**config.mk**
```make
export PLATFORM = sky130hd
export DESIGN_NAME = sccb_seq_config_flat
export DESIGN_NICKNAME = d
export VERILOG_FILES = /design/src/rtl/sccb_seq_config_if.sv /design/src/rtl/sccb_seq_config.sv /design/src/flat_wrapper.sv
export SDC_FILE = /design/constraint.sdc
export NUM_CORES = 1
export LEC_CHECK = 0
export ABC_AREA = 1
export CAP_MARGIN = 20
export CORE_UTILIZATION = 30
export CTS_CLUSTER_SIZE = 14
export DETAILED_ROUTE_END_ITERATION = 8
export GPL_TIMING_DRIVEN = 0
export PLACE_DENSITY = 0.57
export RECOVER_POWER = 25
export SYNTH_ARGS = -nofsm -noshare
export SYNTH_HDL_FRONTEND = slang
export SYNTH_SLANG_ARGS = --single-unit
```
**constraint.sdc**
```tcl
create_clock -name iCLK -period 3.8 [get_ports iCLK]
set_input_delay 0.57 -clock iCLK [delete_from_list [all_inputs] [get_ports iCLK]]
set_output_delay 0.57 -clock iCLK [all_outputs]
set_load 0.02 [all_outputs]
```
**src/rtl/sccb_seq_config_if.sv**
```systemverilog
`timescale 1ns/1ps
// Purpose: bundle of table, SCCB pin and status signals for sccb_seq_config.
// Latency: wiring only, no storage.
// Backpressure: none; iSTART is a single-cycle pulse, the table answers one cycle after oTBL_ADDR.
// Ports: iSTART/iTBL_LEN start a run; oTBL_ADDR/iTBL_DATA read the table; I2C_* are the camera pins;
//        oBUSY/oDONE/oERR/oERR_INDEX/oLUT_INDEX report progress.
interface sccb_seq_config_if #(
  parameter int IDX_W = 8,
  parameter int SUB_W = 8
);
  logic               iSTART;
  logic [IDX_W-1:0]   iTBL_LEN;
  logic [IDX_W-1:0]   oTBL_ADDR;
  logic [SUB_W+7:0]   iTBL_DATA;
  logic               I2C_SCLK;
  logic               I2C_SDA_OE;
  logic               I2C_SDA_IN;
  logic               oBUSY;
  logic               oDONE;
  logic               oERR;
  logic [IDX_W-1:0]   oERR_INDEX;
  logic [IDX_W-1:0]   oLUT_INDEX;

  // The sequencer is the bus master on the camera side.
  modport master (
    input  iSTART, iTBL_LEN, iTBL_DATA, I2C_SDA_IN,
    output oTBL_ADDR, I2C_SCLK, I2C_SDA_OE, oBUSY, oDONE, oERR, oERR_INDEX, oLUT_INDEX
  );

  // Environment view: controller, table RAM and camera pins.
  modport slave (
    output iSTART, iTBL_LEN, iTBL_DATA, I2C_SDA_IN,
    input  oTBL_ADDR, I2C_SCLK, I2C_SDA_OE, oBUSY, oDONE, oERR, oERR_INDEX, oLUT_INDEX
  );
endinterface

```
**src/rtl/sccb_seq_config.sv**
```systemverilog
`timescale 1ns/1ps
// Purpose: walks a register table and writes each {sub, data} entry to an SCCB/I2C slave, with retry and delay entries.
// Latency: table fetch 2 cycles; one frame = START + (bytes*9 bit slots) + STOP + GAP, 4 ticks each.
// Backpressure: none; iSTART is ignored while oBUSY, NACKs retry up to MAX_RETRY times then flag oERR.
// Ports: iCLK/iRST plain; bus (master modport) carries table, SCL/SDA pins and status.
module sccb_seq_config #(
  parameter int               CLK_FREQ   = 25_000_000,
  parameter int               I2C_FREQ   = 100_000,
  parameter logic [7:0]       SLAVE_ADDR = 8'h42,
  parameter int               SUB_W      = 8,
  parameter int               IDX_W      = 8,
  parameter int               MAX_RETRY  = 3,
  parameter int               IGNORE_ACK = 0,
  parameter logic [SUB_W-1:0] DELAY_MARK = {SUB_W{1'b1}}
) (
  input  logic              iCLK,
  input  logic              iRST,
  sccb_seq_config_if.master bus
);

  localparam int DIV_RAW = CLK_FREQ / (4 * I2C_FREQ);
  localparam int DIV     = (DIV_RAW < 1) ? 1 : DIV_RAW;
  localparam int DIV_W   = (DIV > 1) ? $clog2(DIV) : 1;
  localparam int MS_RAW  = CLK_FREQ / 1000;
  localparam int MS_CYC  = (MS_RAW < 1) ? 1 : MS_RAW;
  localparam int MS_W    = (MS_CYC > 1) ? $clog2(MS_CYC) : 1;
  localparam int RTY_W   = (MAX_RETRY > 0) ? $clog2(MAX_RETRY + 1) : 1;
  localparam int FRM_W   = SUB_W + 16;
  localparam logic [1:0] LAST_BYTE = (SUB_W == 16) ? 2'd3 : 2'd2;

  typedef enum logic [3:0] {
    S_IDLE, S_FETCH, S_DECODE, S_START, S_SHIFT, S_ACK,
    S_STOP, S_GAP, S_WAIT, S_NEXT, S_FIN, S_FAIL
  } state_t;

  state_t             r_state;
  logic [DIV_W-1:0]   r_div;
  logic [1:0]         r_q;
  logic [2:0]         r_bit;
  logic [1:0]         r_byte;
  logic [FRM_W-1:0]   r_frame;
  logic [SUB_W+7:0]   r_entry;
  logic [IDX_W-1:0]   r_idx;
  logic [IDX_W-1:0]   r_len;
  logic [IDX_W-1:0]   r_err_idx;
  logic [RTY_W-1:0]   r_retry;
  logic [MS_W-1:0]    r_ms;
  logic [7:0]         r_dly;
  logic               r_fetch;
  logic               r_fail;
  logic               r_scl;
  logic               r_oe;
  logic               r_busy;
  logic               r_done;
  logic               r_err;
  logic               w_tick;
  logic               w_nack;

  assign bus.oTBL_ADDR  = r_idx;
  assign bus.oLUT_INDEX = r_idx;
  assign bus.oERR_INDEX = r_err_idx;
  assign bus.I2C_SCLK   = r_scl;
  assign bus.I2C_SDA_OE = r_oe;
  assign bus.oBUSY      = r_busy;
  assign bus.oDONE      = r_done;
  assign bus.oERR       = r_err;

  // Quarter-bit tick; the divider only runs during a sequence.
  always_ff @(posedge iCLK or posedge iRST) begin
    if (iRST)                            r_div <= '0;
    else if (!r_busy)                    r_div <= '0;
    else if (r_div == DIV_W'(DIV - 1))   r_div <= '0;
    else                                 r_div <= r_div + 1'b1;
  end

  assign w_tick = r_busy && (r_div == DIV_W'(DIV - 1));
  assign w_nack = (IGNORE_ACK == 0) && bus.I2C_SDA_IN;

  // Bus states act on each tick: r_q names the phase being entered, and
  // every bus state leaves on q3 so r_q is back at 0 for the next one.
  always_ff @(posedge iCLK or posedge iRST) begin
    if (iRST) begin
      r_state   <= S_IDLE;
      r_q       <= '0;
      r_bit     <= '0;
      r_byte    <= '0;
      r_frame   <= '0;
      r_entry   <= '0;
      r_idx     <= '0;
      r_len     <= '0;
      r_err_idx <= '0;
      r_retry   <= '0;
      r_ms      <= '0;
      r_dly     <= '0;
      r_fetch   <= 1'b0;
      r_fail    <= 1'b0;
      r_scl     <= 1'b1;
      r_oe      <= 1'b0;
      r_busy    <= 1'b0;
      r_done    <= 1'b0;
      r_err     <= 1'b0;
    end else begin
      case (r_state)
        S_IDLE: begin
          r_scl <= 1'b1;
          r_oe  <= 1'b0;
          if (bus.iSTART) begin
            r_len   <= bus.iTBL_LEN;
            r_idx   <= '0;
            r_done  <= 1'b0;
            r_err   <= 1'b0;
            r_retry <= '0;
            r_fetch <= 1'b0;
            r_busy  <= 1'b1;
            r_state <= S_FETCH;
          end
        end
        // Address is already on oTBL_ADDR; the RAM answers one cycle later.
        S_FETCH: begin
          r_fetch <= ~r_fetch;
          if (r_fetch) begin
            r_entry <= bus.iTBL_DATA;
            r_state <= S_DECODE;
          end
        end
        S_DECODE: begin
          r_q    <= '0;
          r_fail <= 1'b0;
          r_ms   <= '0;
          r_dly  <= r_entry[7:0];
          if (r_idx == r_len)                             r_state <= S_FIN;
          else if (r_entry[SUB_W+7:8] == DELAY_MARK)      r_state <= S_WAIT;
          else                                            r_state <= S_START;
        end
        S_START: if (w_tick) begin
          r_q <= r_q + 2'd1;
          case (r_q)
            2'd0: begin r_scl <= 1'b1; r_oe <= 1'b0; end
            2'd1: r_oe <= 1'b1;
            2'd3: begin
              r_scl   <= 1'b0;
              r_frame <= {SLAVE_ADDR & 8'hFE, r_entry};
              r_bit   <= '0;
              r_byte  <= '0;
              r_state <= S_SHIFT;
            end
            default: begin end
          endcase
        end
        S_SHIFT: if (w_tick) begin
          r_q <= r_q + 2'd1;
          case (r_q)
            2'd0: begin r_scl <= 1'b0; r_oe <= ~r_frame[FRM_W-1]; end
            2'd1: r_scl <= 1'b1;
            2'd3: begin
              r_scl   <= 1'b0;
              r_frame <= {r_frame[FRM_W-2:0], 1'b0};
              r_bit   <= r_bit + 3'd1;
              if (r_bit == 3'd7) r_state <= S_ACK;
            end
            default: begin end
          endcase
        end
        S_ACK: if (w_tick) begin
          r_q <= r_q + 2'd1;
          case (r_q)
            2'd0: begin r_scl <= 1'b0; r_oe <= 1'b0; end
            2'd1: r_scl <= 1'b1;
            2'd2: if (w_nack) r_fail <= 1'b1;
            default: begin
              r_scl <= 1'b0;
              // A NACK abandons the rest of the frame.
              if (r_fail || r_byte == LAST_BYTE) begin
                r_state <= S_STOP;
              end else begin
                r_byte  <= r_byte + 2'd1;
                r_state <= S_SHIFT;
              end
            end
          endcase
        end
        S_STOP: if (w_tick) begin
          r_q <= r_q + 2'd1;
          case (r_q)
            2'd0: begin r_scl <= 1'b0; r_oe <= 1'b1; end
            2'd1: r_scl <= 1'b1;
            2'd2: r_oe <= 1'b0;
            default: r_state <= S_GAP;
          endcase
        end
        S_GAP: if (w_tick) begin
          r_q <= r_q + 2'd1;
          if (r_q == 2'd3) begin
            if (!r_fail) begin
              r_state <= S_NEXT;
            end else if (r_retry == RTY_W'(MAX_RETRY)) begin
              r_state <= S_FAIL;
            end else begin
              r_retry <= r_retry + 1'b1;
              r_fail  <= 1'b0;
              r_state <= S_START;
            end
          end
        end
        S_WAIT: begin
          if (r_dly == 8'd0) begin
            r_state <= S_NEXT;
          end else if (r_ms == MS_W'(MS_CYC - 1)) begin
            r_ms  <= '0;
            r_dly <= r_dly - 8'd1;
          end else begin
            r_ms <= r_ms + 1'b1;
          end
        end
        S_NEXT: begin
          r_idx   <= r_idx + 1'b1;
          r_retry <= '0;
          r_fetch <= 1'b0;
          r_state <= S_FETCH;
        end
        S_FIN: begin
          r_done  <= 1'b1;
          r_busy  <= 1'b0;
          r_state <= S_IDLE;
        end
        S_FAIL: begin
          r_err     <= 1'b1;
          r_err_idx <= r_idx;
          r_busy    <= 1'b0;
          r_state   <= S_IDLE;
        end
        default: r_state <= S_IDLE;
      endcase
    end
  end

endmodule

```
**src/flat_wrapper.sv**
```systemverilog
// flat-port wrapper written by rule: the top's interface ports become plain ports
module sccb_seq_config_flat 
#(
  parameter int               CLK_FREQ   = 25_000_000,
  parameter int               I2C_FREQ   = 100_000,
  parameter logic [7:0]       SLAVE_ADDR = 8'h42,
  parameter int               SUB_W      = 8,
  parameter int               IDX_W      = 8,
  parameter int               MAX_RETRY  = 3,
  parameter int               IGNORE_ACK = 0,
  parameter logic [SUB_W-1:0] DELAY_MARK = {SUB_W{1'b1}}
)
  (iCLK, iRST, bus_iSTART, bus_iTBL_LEN, bus_iTBL_DATA, bus_I2C_SDA_IN, bus_oTBL_ADDR, bus_I2C_SCLK, bus_I2C_SDA_OE, bus_oBUSY, bus_oDONE, bus_oERR, bus_oERR_INDEX, bus_oLUT_INDEX);
  sccb_seq_config_if #(.IDX_W(IDX_W), .SUB_W(SUB_W)) bus_i ();
  input  logic iCLK;
  input  logic iRST;
  input wire logic [$bits(bus_i.iSTART)-1:0] bus_iSTART;
  input wire logic [$bits(bus_i.iTBL_LEN)-1:0] bus_iTBL_LEN;
  input wire logic [$bits(bus_i.iTBL_DATA)-1:0] bus_iTBL_DATA;
  input wire logic [$bits(bus_i.I2C_SDA_IN)-1:0] bus_I2C_SDA_IN;
  output wire logic [$bits(bus_i.oTBL_ADDR)-1:0] bus_oTBL_ADDR;
  output wire logic [$bits(bus_i.I2C_SCLK)-1:0] bus_I2C_SCLK;
  output wire logic [$bits(bus_i.I2C_SDA_OE)-1:0] bus_I2C_SDA_OE;
  output wire logic [$bits(bus_i.oBUSY)-1:0] bus_oBUSY;
  output wire logic [$bits(bus_i.oDONE)-1:0] bus_oDONE;
  output wire logic [$bits(bus_i.oERR)-1:0] bus_oERR;
  output wire logic [$bits(bus_i.oERR_INDEX)-1:0] bus_oERR_INDEX;
  output wire logic [$bits(bus_i.oLUT_INDEX)-1:0] bus_oLUT_INDEX;
  assign bus_i.iSTART = bus_iSTART;
  assign bus_i.iTBL_LEN = bus_iTBL_LEN;
  assign bus_i.iTBL_DATA = bus_iTBL_DATA;
  assign bus_i.I2C_SDA_IN = bus_I2C_SDA_IN;
  assign bus_oTBL_ADDR = bus_i.oTBL_ADDR;
  assign bus_I2C_SCLK = bus_i.I2C_SCLK;
  assign bus_I2C_SDA_OE = bus_i.I2C_SDA_OE;
  assign bus_oBUSY = bus_i.oBUSY;
  assign bus_oDONE = bus_i.oDONE;
  assign bus_oERR = bus_i.oERR;
  assign bus_oERR_INDEX = bus_i.oERR_INDEX;
  assign bus_oLUT_INDEX = bus_i.oLUT_INDEX;
  sccb_seq_config #(.CLK_FREQ(CLK_FREQ), .I2C_FREQ(I2C_FREQ), .SLAVE_ADDR(SLAVE_ADDR), .SUB_W(SUB_W), .IDX_W(IDX_W), .MAX_RETRY(MAX_RETRY), .IGNORE_ACK(IGNORE_ACK), .DELAY_MARK(DELAY_MARK)) u_core (.iCLK(iCLK), .iRST(iRST), .bus(bus_i));
endmodule
```
==> results.cfg <==
[status]
run_status = finished, violations left
failed_checks = max-capacitance violations, max-slew violations

[routing]
dr.pass1.iters = 4
drc_errors = 0
final_routed_wire_length_divided_by_cell_count_microns = 12.29
ant_nets = 0
via_count = 4693
vias_per_cell = 4.436
drt-initial-drc-count = 313
totalWireLength_mm = 13.00

[logic_synthesis]
synthesis.nets = 753
synth_top_area_cell = dfrtp_1
post_synth_mux_area_share_pct = 4.400
sequential_to_total_area_share_from_yosys_stat_pct = 48.29
synthXorXnorAreaFrac_pct = 1.346
yosysMostFrequentCell = nand2_1
synth_area_leaders = dfrtp_1, nand2_1, inv_1
post_synth_instance_area_sq_um = 5858
yosysUniqueCellTypes = 39
postSynth.asyncResetShare_pct = 100.0
number_of_synthesized_flops_with_an_enable_pin = 0
yosys_warns = 0
synth_top_cell_area_share_pct = 47.84
postSynthCellCount = 711
synth_top_family_by_area = simple AND/OR/NAND/NOR gates
mapped_avg_cell_area_sq_um = 8.239
yosys-top-cells-count = nand2_1, dfrtp_1, inv_1
ys.flop_type = dfrtp_1
ys_seq_elements = 113
synth_simple_gate_area_share_pct = 24.31
yosys.area_share.adder_pct = 2.990
synth_compound_gate_area_share_pct = 10.98

[clock_network]
cts.clk_slew.worst_paths_ns = 0.05
cts_made_buffers = 17
cts_repair_resize_count = 0
clk_latency_ns = 0.41
htreeDepth = 4
tritoncts_num_sinks = 113
cts-root-to-sink-buffers = 2
cts_tree = done
cts-root-buf = clkbuf_16
cts_setup_buffers = 0
holdBufCountCts = 0

[setup_path]
r2r_setup_slack_ns = 1.76
slowest_cell_on_the_critical_path = clkdlybuf4s50_1
regToRegStartpoint = u_core.r_div[1]$_DFF_PP0_
worstPathMaxFanout = 8
chain_of_cells_forming_the_critical_path = buf_4, clkdlybuf4s50_1
worstPathRequired_ns = 3.23
cp-end-kind = primary output
crit-reg2reg-capture = u_core.r_frame[3]$_DFFE_PP0P_
arrival_time_of_the_worst_setup_path_ns = 1.66
cp-start-kind = flop
cp_slowest_stage_delay_ns = 0.58
criticalPathCategory = reg2out
worstRegToRegCells = 10

[layout]
final-instance-count-excl-fill = 1058
antenna-diode-count = 0
final_nets = 829
final_layout_size_suffix_gt1_share_pct = 12.53
stdcell_area_sq_um = 7313
area_growth_pct = 24.84

[sta]
post_layout_min_period_ns = 2.225
maxClockFrequency_mhz = 449.3
final-hold-violation-count = 0
worst_slew_pin_slew_ns = 1.605
worst_slew_margin_rel_pct = -7.597
timing.final.max_slew_violations = 34
rsz0062_at_grt = no
setup-tns-final_ns = 0
finClkSkew_ns = 0.006936
fin_hold_ws_ns = 0.4688
finalCritPeriodShare_pct = 58.56
setup_violations = 0

[global_route]
number_of_antenna_violations_at_the_first_check_in_global_routing = 0
grt_pass1_wl_mm = 21.82
grt_max_degree = 81
grt_pass1_vias = 4443
globalRouteOverflowTotal = 0
grt_use_total_pct = 13.87

[die]
floorplan.die_area_sq_um = 20090
rows = 50
floorplan.die.width_microns = 141.7
chipHeight_microns = 141.7
fp.coreArea_sq_um = 18890
initial_cell_density_of_the_core_pct = 31.01
pin_count = 57

[placement]
post_dp_cell_area_sq_um = 6777
place_inst = 1028
portBuffers = 56
routabilityCongestion = 0.8463
place_hpwl_mm = 9.295

[worst_hold_path]
min_from = u_core.bus.I2C_SCLK$_DFFE_PP1P_
hold-path-endpoint = u_core.bus.I2C_SCLK$_DFFE_PP1P_
whs_path_depth = 2
min-delay-path-class = reg2reg

[run]
maxCapViolations = 1

[power_and_ir_drop]
power_per_cell_area_nw_per_um2 = 633.2
ir_worst_vdd_uv = 337.0
static-leakage-power_nw = 3.507
[metrics by stage]
stage | utilization (%) | setup slack [ns] | power [mW]
finish | 38.71 | 1.575 | 4.631
global route | 38.71 | 1.498 | 4.968
CTS | 38.73 | 1.558 | 4.681
detailed placement | 35.87 | 1.684 | 3.207
global placement | 35.70 | -1.623 | 3.184
floorplan | - | 0.2443 | 2.776
[final cells by class]
type	instances	area (sq um)
timing repair buffer	57	588.1
inverter	77	292.8
buffer	25	158.9
fill	1979	11580
clock buffer	21	480.5
sequential	113	2829
tap	260	325.3
clock inverter	9	60.06
multi-input combinational	496	2579
[critical path: cells and delay by family (launching register included)]
kind | cells | cell delay (ns)
buffers and inverters | 2 | 0.74
flip-flops | 1 | 0.50
[flip-flops by register name, indices dropped and copies added, names as in the netlist, 3 cells and up]
signal,count
u_core.bus.oERR_INDEX,8
u_core.bus.oLUT_INDEX,8
u_core.r_bit,3
u_core.r_div,6
u_core.r_dly,8
u_core.r_entry,16
u_core.r_frame,24
u_core.r_len,8
u_core.r_ms,15
u_core.r_state,4
[cells by family after synthesis]
logic type | count (synthesis)
simple gates | 339
mux | 24
fa+ha+maj | 14
flops | 113
compound gates | 110
buf+inv | 102
xor+xnor | 9
[cell usage in the layout, fill, tap and decap left out, types with 3 or more instances in the layout]
master           Yosys  final
nor2_1              67     67
mux2i_1             10     10
nand4_1              8      8
mux2_2              14     14
xor2_1               3      3
ha_1                14     14
buf_4                9      9
clkbuf_1             6      6
nand2_1            204    204
clkbuf_16            0     17
clkinvlp_4           0      3
xnor2_1              6      6
nor3_1               8      8
o21ai_2             16     16
buf_2                7      7
dfrtp_1            112    112
nand2_2              6      6
nor2_2               3      3
a31oi_1              4      4
o21ai_1              3      3
clkdlybuf4s50_1      0     55
clkinv_2             0      4
inv_1               73     72
o21ai_0             53     53
buf_6                3      3
o22ai_1              7      7
a21oi_1             21     21
nand3_1             34     34
inv_2                3      3
clkbuf_8             0      4
[power by group]
group          switching [mW]  total, mW  leakage [nW]  internal, mW
Combinational           0.926       1.49          1.76         0.567
Clock                   0.562       1.45         0.263         0.890
Sequential              0.212       1.69          1.49          1.47
[how the worst max path moves through the flow]
stage / from / endpoint / slack (ns) / cells past startpoint
finish: u_core.bus.oLUT_INDEX[0]$_DFFE_PP0P_ / bus_oTBL_ADDR[0] / 1.57 / 2
global route: u_core.bus.oLUT_INDEX[0]$_DFFE_PP0P_ / bus_oTBL_ADDR[0] / 1.50 / 2
CTS: u_core.bus.oLUT_INDEX[0]$_DFFE_PP0P_ / bus_oTBL_ADDR[0] / 1.56 / 2
detailed placement: bus_iSTART / u_core.r_fetch$_DFFE_PP0P_ / 1.68 / 7
global placement: iRST / u_core.r_entry[10]$_DFFE_PP0P_ / -1.62 / 2
floorplan: iRST / u_core.bus.I2C_SDA_OE$_DFFE_PP0P_ / 0.24 / 1
[metal layers]
metal  track usage, %  part of all wire, %  up-vias
li1                 -                    -     2453
met1            18.58                   51     2156
met2            21.49                   45       71
met3            3.206                  3.1       13
met4            5.772                  1.4        0
met5                0                    0        -
Note: power is estimated with default switching activity, not from simulation.
